==> src/rtl/adc_sample_rx.sv <==
// Serial ADC receiver: frames a 16-bit read every SAMPLE_PERIOD clocks and strobes the word out.
// Build option: define ADC_RX_OFFSET_BIN_EN when the ADC delivers offset-binary words.
module adc_sample_rx #(
    parameter int CLK_DIV       = 2,
    parameter int SAMPLE_PERIOD = 96
) (
    input  logic        clk,
    input  logic        reset,
    input  logic        en,
    input  logic        adc_sdo,
    output logic        adc_sclk,
    output logic        adc_cs_n,
    input  logic        clr_ovr,
    output logic [15:0] xOut,
    output logic        sample,
    output logic        overrun,
    output logic [1:0]  o_dbg_state
);
    localparam int SHIFT_LEN = 32 * CLK_DIV;
    localparam int SC_W      = $clog2(SHIFT_LEN);
    localparam int DIV_W     = $clog2(CLK_DIV + 1);
    localparam int PCNT_W    = $clog2(SAMPLE_PERIOD);

    typedef enum logic [1:0] {S_IDLE, S_CS_SETUP, S_SHIFT, S_DONE} state_t;

    state_t             r_state;
    state_t             w_state_nx;
    logic [PCNT_W-1:0]  r_pcnt;
    logic [SC_W-1:0]    r_cnt;
    logic [DIV_W-1:0]   r_div;
    logic [DIV_W-1:0]   w_div_nx;
    logic               r_sclk;
    logic               w_sclk_nx;
    logic               r_cs_n;
    logic [15:0]        r_shift;
    logic [15:0]        r_xout;
    logic [15:0]        w_word;
    logic               r_sample;
    logic               r_overrun;
    logic               w_tick;
    logic               w_shift_last;
    logic               w_rise;

`ifdef ADC_RX_OFFSET_BIN_EN
    assign w_word = {~r_shift[15], r_shift[14:0]};
`else
    assign w_word = r_shift;
`endif

    assign w_tick       = en && (r_pcnt == '0);
    assign w_shift_last = (r_cnt == SC_W'(SHIFT_LEN - 1));
    assign w_rise       = w_sclk_nx && !r_sclk;

    always_comb begin
        w_state_nx = r_state;
        w_sclk_nx  = 1'b0;
        w_div_nx   = '0;
        case (r_state)
            S_IDLE:     if (w_tick) w_state_nx = S_CS_SETUP;
            S_CS_SETUP: w_state_nx = S_SHIFT;
            S_SHIFT: begin
                // sclk half-periods are timed by r_div; the last SHIFT cycle drops sclk for DONE
                w_div_nx = (r_div == DIV_W'(CLK_DIV - 1)) ? '0 : r_div + DIV_W'(1);
                if (w_shift_last) begin
                    w_state_nx = S_DONE;
                end else begin
                    w_sclk_nx = (r_div == DIV_W'(CLK_DIV - 1)) ? ~r_sclk : r_sclk;
                end
            end
            S_DONE:     w_state_nx = S_IDLE;
            default:    w_state_nx = S_IDLE;
        endcase
    end

    always_ff @(posedge clk) begin
        if (reset) begin
            r_state   <= S_IDLE;
            r_pcnt    <= '0;
            r_cnt     <= '0;
            r_div     <= '0;
            r_sclk    <= 1'b0;
            r_cs_n    <= 1'b1;
            r_shift   <= '0;
            r_xout    <= '0;
            r_sample  <= 1'b0;
            r_overrun <= 1'b0;
        end else begin
            r_state  <= w_state_nx;
            r_cs_n   <= !((w_state_nx == S_CS_SETUP) || (w_state_nx == S_SHIFT));
            r_sclk   <= w_sclk_nx;
            r_div    <= w_div_nx;
            r_cnt    <= (r_state == S_SHIFT) ? r_cnt + SC_W'(1) : '0;
            r_sample <= (w_state_nx == S_DONE);
            if (w_rise) begin
                r_shift <= {r_shift[14:0], adc_sdo};
            end
            if (w_state_nx == S_DONE) begin
                r_xout <= w_word;
            end
            if (!en) begin
                r_pcnt <= '0;
            end else begin
                r_pcnt <= (r_pcnt == PCNT_W'(SAMPLE_PERIOD - 1)) ? '0 : r_pcnt + PCNT_W'(1);
            end
            // a late tick never restarts the frame; set wins over clear
            if (w_tick && (r_state != S_IDLE)) begin
                r_overrun <= 1'b1;
            end else if (clr_ovr) begin
                r_overrun <= 1'b0;
            end
        end
    end

    assign adc_sclk    = r_sclk;
    assign adc_cs_n    = r_cs_n;
    assign xOut        = r_xout;
    assign sample      = r_sample;
    assign overrun     = r_overrun;
    assign o_dbg_state = r_state;
endmodule

==> config.mk <==
export PLATFORM = sky130hd
export DESIGN_NAME = adc_sample_rx
export DESIGN_NICKNAME = d
export VERILOG_FILES = /design/src/rtl/adc_sample_rx.sv
export SDC_FILE = /design/constraint.sdc
export NUM_CORES = 1
export LEC_CHECK = 0
export ABC_CLOCK_PERIOD_IN_PS = 2500
export CORE_MARGIN = 2
export CORE_UTILIZATION = 43
export CTS_CLUSTER_SIZE = 14
export DETAILED_ROUTE_END_ITERATION = 10
export DONT_BUFFER_PORTS = 1
export GPL_ROUTABILITY_DRIVEN = 0
export PLACE_DENSITY_LB_ADDON = 0.15
export SLEW_MARGIN = 20
export SYNTH_ARGS = -nofsm -noshare
export SYNTH_HDL_FRONTEND = slang
export SYNTH_SLANG_ARGS = --single-unit
export TNS_END_PERCENT = 5
==> constraint.sdc <==
create_clock -name clk -period 2.5 [get_ports clk]
set_input_delay 0.25 -clock clk [delete_from_list [all_inputs] [get_ports clk]]
set_output_delay 0.25 -clock clk [all_outputs]
set_load 0.005 [all_outputs]
### Yosys cells after proc, flatten, opt, wreduce, memory -nomap -nowiden

Index checks and enable logic that the tools add are counted.

| word-level totals | value |
|---|---|
| word-level logic and storage cells | 46 |
| register bits after elaboration | 53 |
| output and inout bits | 22 |
| bits of input ports | 5 |

| cells by class | value |
|---|---|
| bitwise logic cells | 3 |
| reductions and logical operators | 13 |
| multiplexer cells | 8 |
| equality and inequality tests | 9 |
| add/subtract/negate cells | 3 |

Operators with widths:

| operator | count |
|---|---|
| equality test 2 bit (second input constant) | 4 |
| one-hot mux 2 bit (4 select lines) | 1 |
| adder 7 x 1 -> 7 bit (second input constant) | 1 |
| equality test 7 bit (second input constant) | 1 |
| logical NOT 7 bit | 1 |
| adder 6 x 1 -> 6 bit (second input constant) | 1 |
| equality test 2 x 1 -> 1 bit (second input constant) | 3 |
| equality test 6 bit (second input constant) | 1 |
| OR reduction 3 bit | 2 |
| 2-to-1 mux 1 bit | 5 |
| 2-to-1 mux 2 bit | 2 |
| nonzero test 2 bit | 2 |
| logical AND 1 bit | 3 |
| NOT 1 bit | 3 |
| adder 2 x 1 -> 2 bit (second input constant) | 1 |
| logical NOT 1 bit | 2 |
| logical NOT 2 bit | 1 |
| OR reduction 2 bit | 1 |
| logical OR 1 bit | 1 |

### Depth between registers and ports, before layout

| depth | value |
|---|---|
| word-level depth | 7 |
| depth in mapped cells | 10 |
| gate-level depth less buffers | 8 |

### Least setup slack after synthesis

No wires, ideal clock.

| timing | value |
|---|---|
| path type | register to register |
| from | reg r_pcnt[0] |
| to | reg r_xout[10], in the netlist xOut[10] |
| cell stages (with the launch flop) | 11 |
| setup time | 128 ps |
| clock period less this slack | 2121 ps |
| slack | 379 ps |
| data arrival time | 1993 ps |
| buffers on the path | 2 |
| data required time | 2372 ps |
| path through | dfxtp_1 -> inv_1 -> ha_1 -> nor4bb_1 -> a21oi_1 -> nor3_1 -> ha_1 -> buf_2 -> buf_2 -> mux2i_1 -> nor2_1 |

| on the way | value |
|---|---|
| cells in the longest elaborated chain, start to end | 5 |

Ends and longest elaborated chain:

| item | RTL line | text |
|---|---|---|
| start: declaration | 28 | `logic [PCNT_W-1:0] r_pcnt;` |
| start signal: assignment | 103 | `r_pcnt <= (r_pcnt == PCNT_W'(SAMPLE_PERIOD - 1)) ? '0 : r_pcnt + PCNT_W'(1);` |
| logical NOT 7 bit | 50 | `assign w_tick = en && (r_pcnt == '0);` |
| logical AND 1 bit | 50 |  |
| 2-to-1 mux 2 bit | 59 | `S_IDLE: if (w_tick) w_state_nx = S_CS_SETUP;` |
| one-hot mux 2 bit (4 select lines) | 58 | `case (r_state)` |
| equality test 2 bit | 97 | `if (w_state_nx == S_DONE) begin` |
| end signal: assignment | 98 | `r_xout <= w_word;` |
| end: declaration | 36 | `logic [15:0] r_xout;` |

Every way passes these cells.
A chain may end at the register's enable or synchronous reset.

### Worst setup path after layout

| timing | value |
|---|---|
| from | reg r_pcnt[0] |
| to | reg r_xout[8], in the netlist xOut[8] |

The elaborated chain is that of the path after synthesis.

==> flow_metrics.tcl <==
set metrics [dict create \
    final_nets 214 \
    hold_path_class "input port to flop" \
    track_usage_pct 13.6 \
    avgSynthCellArea_sq_um 10.4 \
    cts_tree "done" \
    tightest_slew_ns 0.552 \
    fin_cells 256 \
    power.static_leakage_nw 0.757 \
    total_power_mw 1.69 \
    rsz0062_at_grt "false" \
    wl_per_cell_um 13.7 \
    start_util_pct 44.3 \
    syn-num-nets 212 \
    coreArea_sq_um 4690 \
    nFillCells 441 \
    placed_cells 247 \
    synth_area_sq_um 2080 \
    fin_crit_sh_pct 87.1 \
    multiInputGateArea_sq_um 948 \
    reg2reg_from "r_pcnt[0]$_SDFF_PP0_" \
    cts_root_buf "clkbuf_8" \
    rr_worst_depth 9 \
    first_pass_iters 4 \
    grt_overflow 0 \
    synth-seq-area-share_pct 51.0 \
    place_ws_ns 0.365 \
    fin_skew_ns 0.00634 \
    holdPathStages 1 \
    die_area_sq_um 5410 \
    routed_wl_mm 3.50 \
    grt_max_degree 41 \
    synth.distinct_cells 27 \
    ys_seq_elements 53 \
    drv_cap 0 \
    synth-warning-count 0 \
    reg2reg_to "xOut[8]$_SDFFE_PP0N_" \
    pin_count 27 \
    cts.sinks 53 \
    netlist_instances 199 \
    r2r_slack_ns 0.32 \
    grt_pass1_vias 1314 \
    power.density_nw_per_um2 765 \
    die_w_um 73.5 \
    finalHoldViolCount 0 \
    drive_gt1_share_pct 5.94 \
    ant_nets 0 \
    startpoint_type "flop" \
    critPathArrivalTime_ns 2.35 \
    clk_pin_slew_ns 0.09 \
    vias 1311 \
    setup_viol 0 \
    die_h_um 73.5 \
    grt_pass1_wl_mm 5.63 \
    antenna_found_initial 0 \
    port-buffer-count 0 \
    cp-end-kind "flop" \
    criticalPathCategory "flop to flop" \
    area_delta_synth_final_pct 6.50 \
    synth_top_area_cell "dfxtp_1" \
    final-max-slew-violation-count 0 \
    cp_data_required_time_ns 2.67 \
    dp_hpwl_mm 2.43 \
    postCtsSetupRepairBufs 0 \
    viasPerCell 5.12 \
    fin_crit_ns 2.18 \
    setup_tns_ns 0 \
    min_from "reset" \
    htree_levels 2 \
    status "complete, no violations" \
    seqCellArea_sq_um 1060 \
    max_slew_margin_pct 63.0 \
    rows 25 \
    worst_ir_drop_vdd_mv 0.280 \
    numCtsBuffers 5 \
    drtIter0Drc 34 \
    synth.top_cell.area_share_pct 51.0 \
    cp_max_fo 16 \
    clk_latency_ns 0.30 \
    min_to "overrun$_SDFFE_PP0P_" \
    route.detailed.drc 0 \
    diodes 0 \
    fin_ws_ns 0.322 \
    synthTopCellsByArea "dfxtp_1 (51%), mux2i_1 (15%), nand2b_1 (6.9%)" \
    cp-startpoint "r_pcnt[0]$_SDFF_PP0_" \
    max-clock-path-buffers 2 \
    fmax_mhz 459 \
]
## kinds of logic after synthesis
logic type / share of synthesized area, %
muxes: 15.4
adders and majority gates: 4.81
buffers and inverters: 3.37
AOI/OAI and AO/OA: 4.15
xor gates and xnor gates: 2.95
and+or+nand+nor: 18.3
DFF: 51.0
## how the worst max path moves through the flow
| stage | to | slack, ns | cells after the start |
|---|---|---|---|
| final | xOut[8]$_SDFFE_PP0N_ | 0.32 | 9 |
| after global routing | xOut[3]$_SDFFE_PP0N_ | 0.13 | 9 |
| after CTS | xOut[2]$_SDFFE_PP0N_ | 0.35 | 9 |
| after detailed placement | xOut[2]$_SDFFE_PP0N_ | 0.36 | 9 |
| after global placement | xOut[11]$_SDFFE_PP0N_ | 0.46 | 9 |
| after floorplan | xOut[10]$_SDFFE_PP0N_ | 0.38 | 10 |
## final cells by class
class / instances / area share, %
multi-input cells: 131 / 42.8
inverters: 7 / 1.19
repair buffers: 3 / 1.13
flip-flops and latches: 53 / 47.9
well taps: 54 / 3.05
clock inverters: 2 / 0.621
clock buffers: 6 / 3.28
## synth_stat cells (all sizes together)
cell	instances
nand4	1
o21bai	1
nand3	5
nand2b	23
a21oi	5
a311oi	3
clkbuf	5
nor4bb	1
ha	8
o21ai	2
mux2i	32
xnor2	3
buf	3
nor3	4
and3	1
nor2	27
nor2b	2
or3b	1
or3	2
nand2	4
nor4	1
nand3b	1
xor2	4
inv	7
dfxtp	53
## sequential cells by signal, indices dropped and copies added, names as in the netlist
name and flops:
r_shift 16, xOut 16, r_pcnt 7, r_cnt 6
o_dbg_state 2, r_div 2, adc_cs_n 1, adc_sclk 1
overrun 1, sample 1
## worst max-delay path: stages (launching register included)
cell and delay [ns]:
dfxtp_1 0.34, inv_1 0.06, ha_1 0.13, nor4bb_1 0.29, a21oi_1 0.15, nor3_1 0.32, ha_1 0.21, buf_4 0.28
mux2i_1 0.23, nor2_1 0.05
## repair_timing
action / 4_1_cts / 5_1_grt
gates resized for setup: 0 / 0
endpoints found under the hold margin: 0 / 13
setup endpoints to repair: 0 / 0
hold buffers: 0 / 1
## through the flow
| step | area [sq um] | hold slack, ns | utilization [%] |
|---|---|---|---|
| floorplan | 2080 | 0.406 | - |
| global placement | 2120 | 0.326 | 45.1 |
| detailed placement | 2120 | 0.327 | 45.1 |
| CTS | 2200 | 0.000962 | 47.0 |
| global route | 2210 | 0.00135 | 47.2 |
| finish | 2210 | 0.0143 | 47.2 |
## per-layer routing
metal | vias to the layer above | GRT usage [%] | share of wire, %
met5 | - | 0 | 0
met4 | 0 | 5.66 | 1.5
met3 | 5 | 4.80 | 6.0
met2 | 25 | 23.6 | 47
met1 | 609 | 14.9 | 45
li1 | 672 | - | -
## cell usage in the layout (no fill, tap or decap), types with 2 or more instances in the layout
| cell type | n |
|---|---|
| ha_1 | 8 |
| buf_4 | 2 |
| xor2_1 | 4 |
| clkbuf_8 | 5 |
| inv_1 | 7 |
| a21oi_1 | 5 |
| nand2_1 | 4 |
| or3_1 | 2 |
| o21ai_0 | 2 |
| nor2b_1 | 2 |
| mux2i_1 | 32 |
| nor3_1 | 4 |
| a311oi_1 | 2 |
| nand2b_1 | 23 |
| xnor2_1 | 3 |
| nor2_1 | 27 |
| nand3_1 | 5 |
| dfxtp_1 | 53 |
## power by group
part	total (mW)	internal [mW]	switching (mW)	leakage, nW
combinational	0.322	0.144	0.177	0.284
sequential	0.912	0.881	0.0311	0.428
clock	0.460	0.200	0.260	0.0456
(Power assumes the default switching activity.)
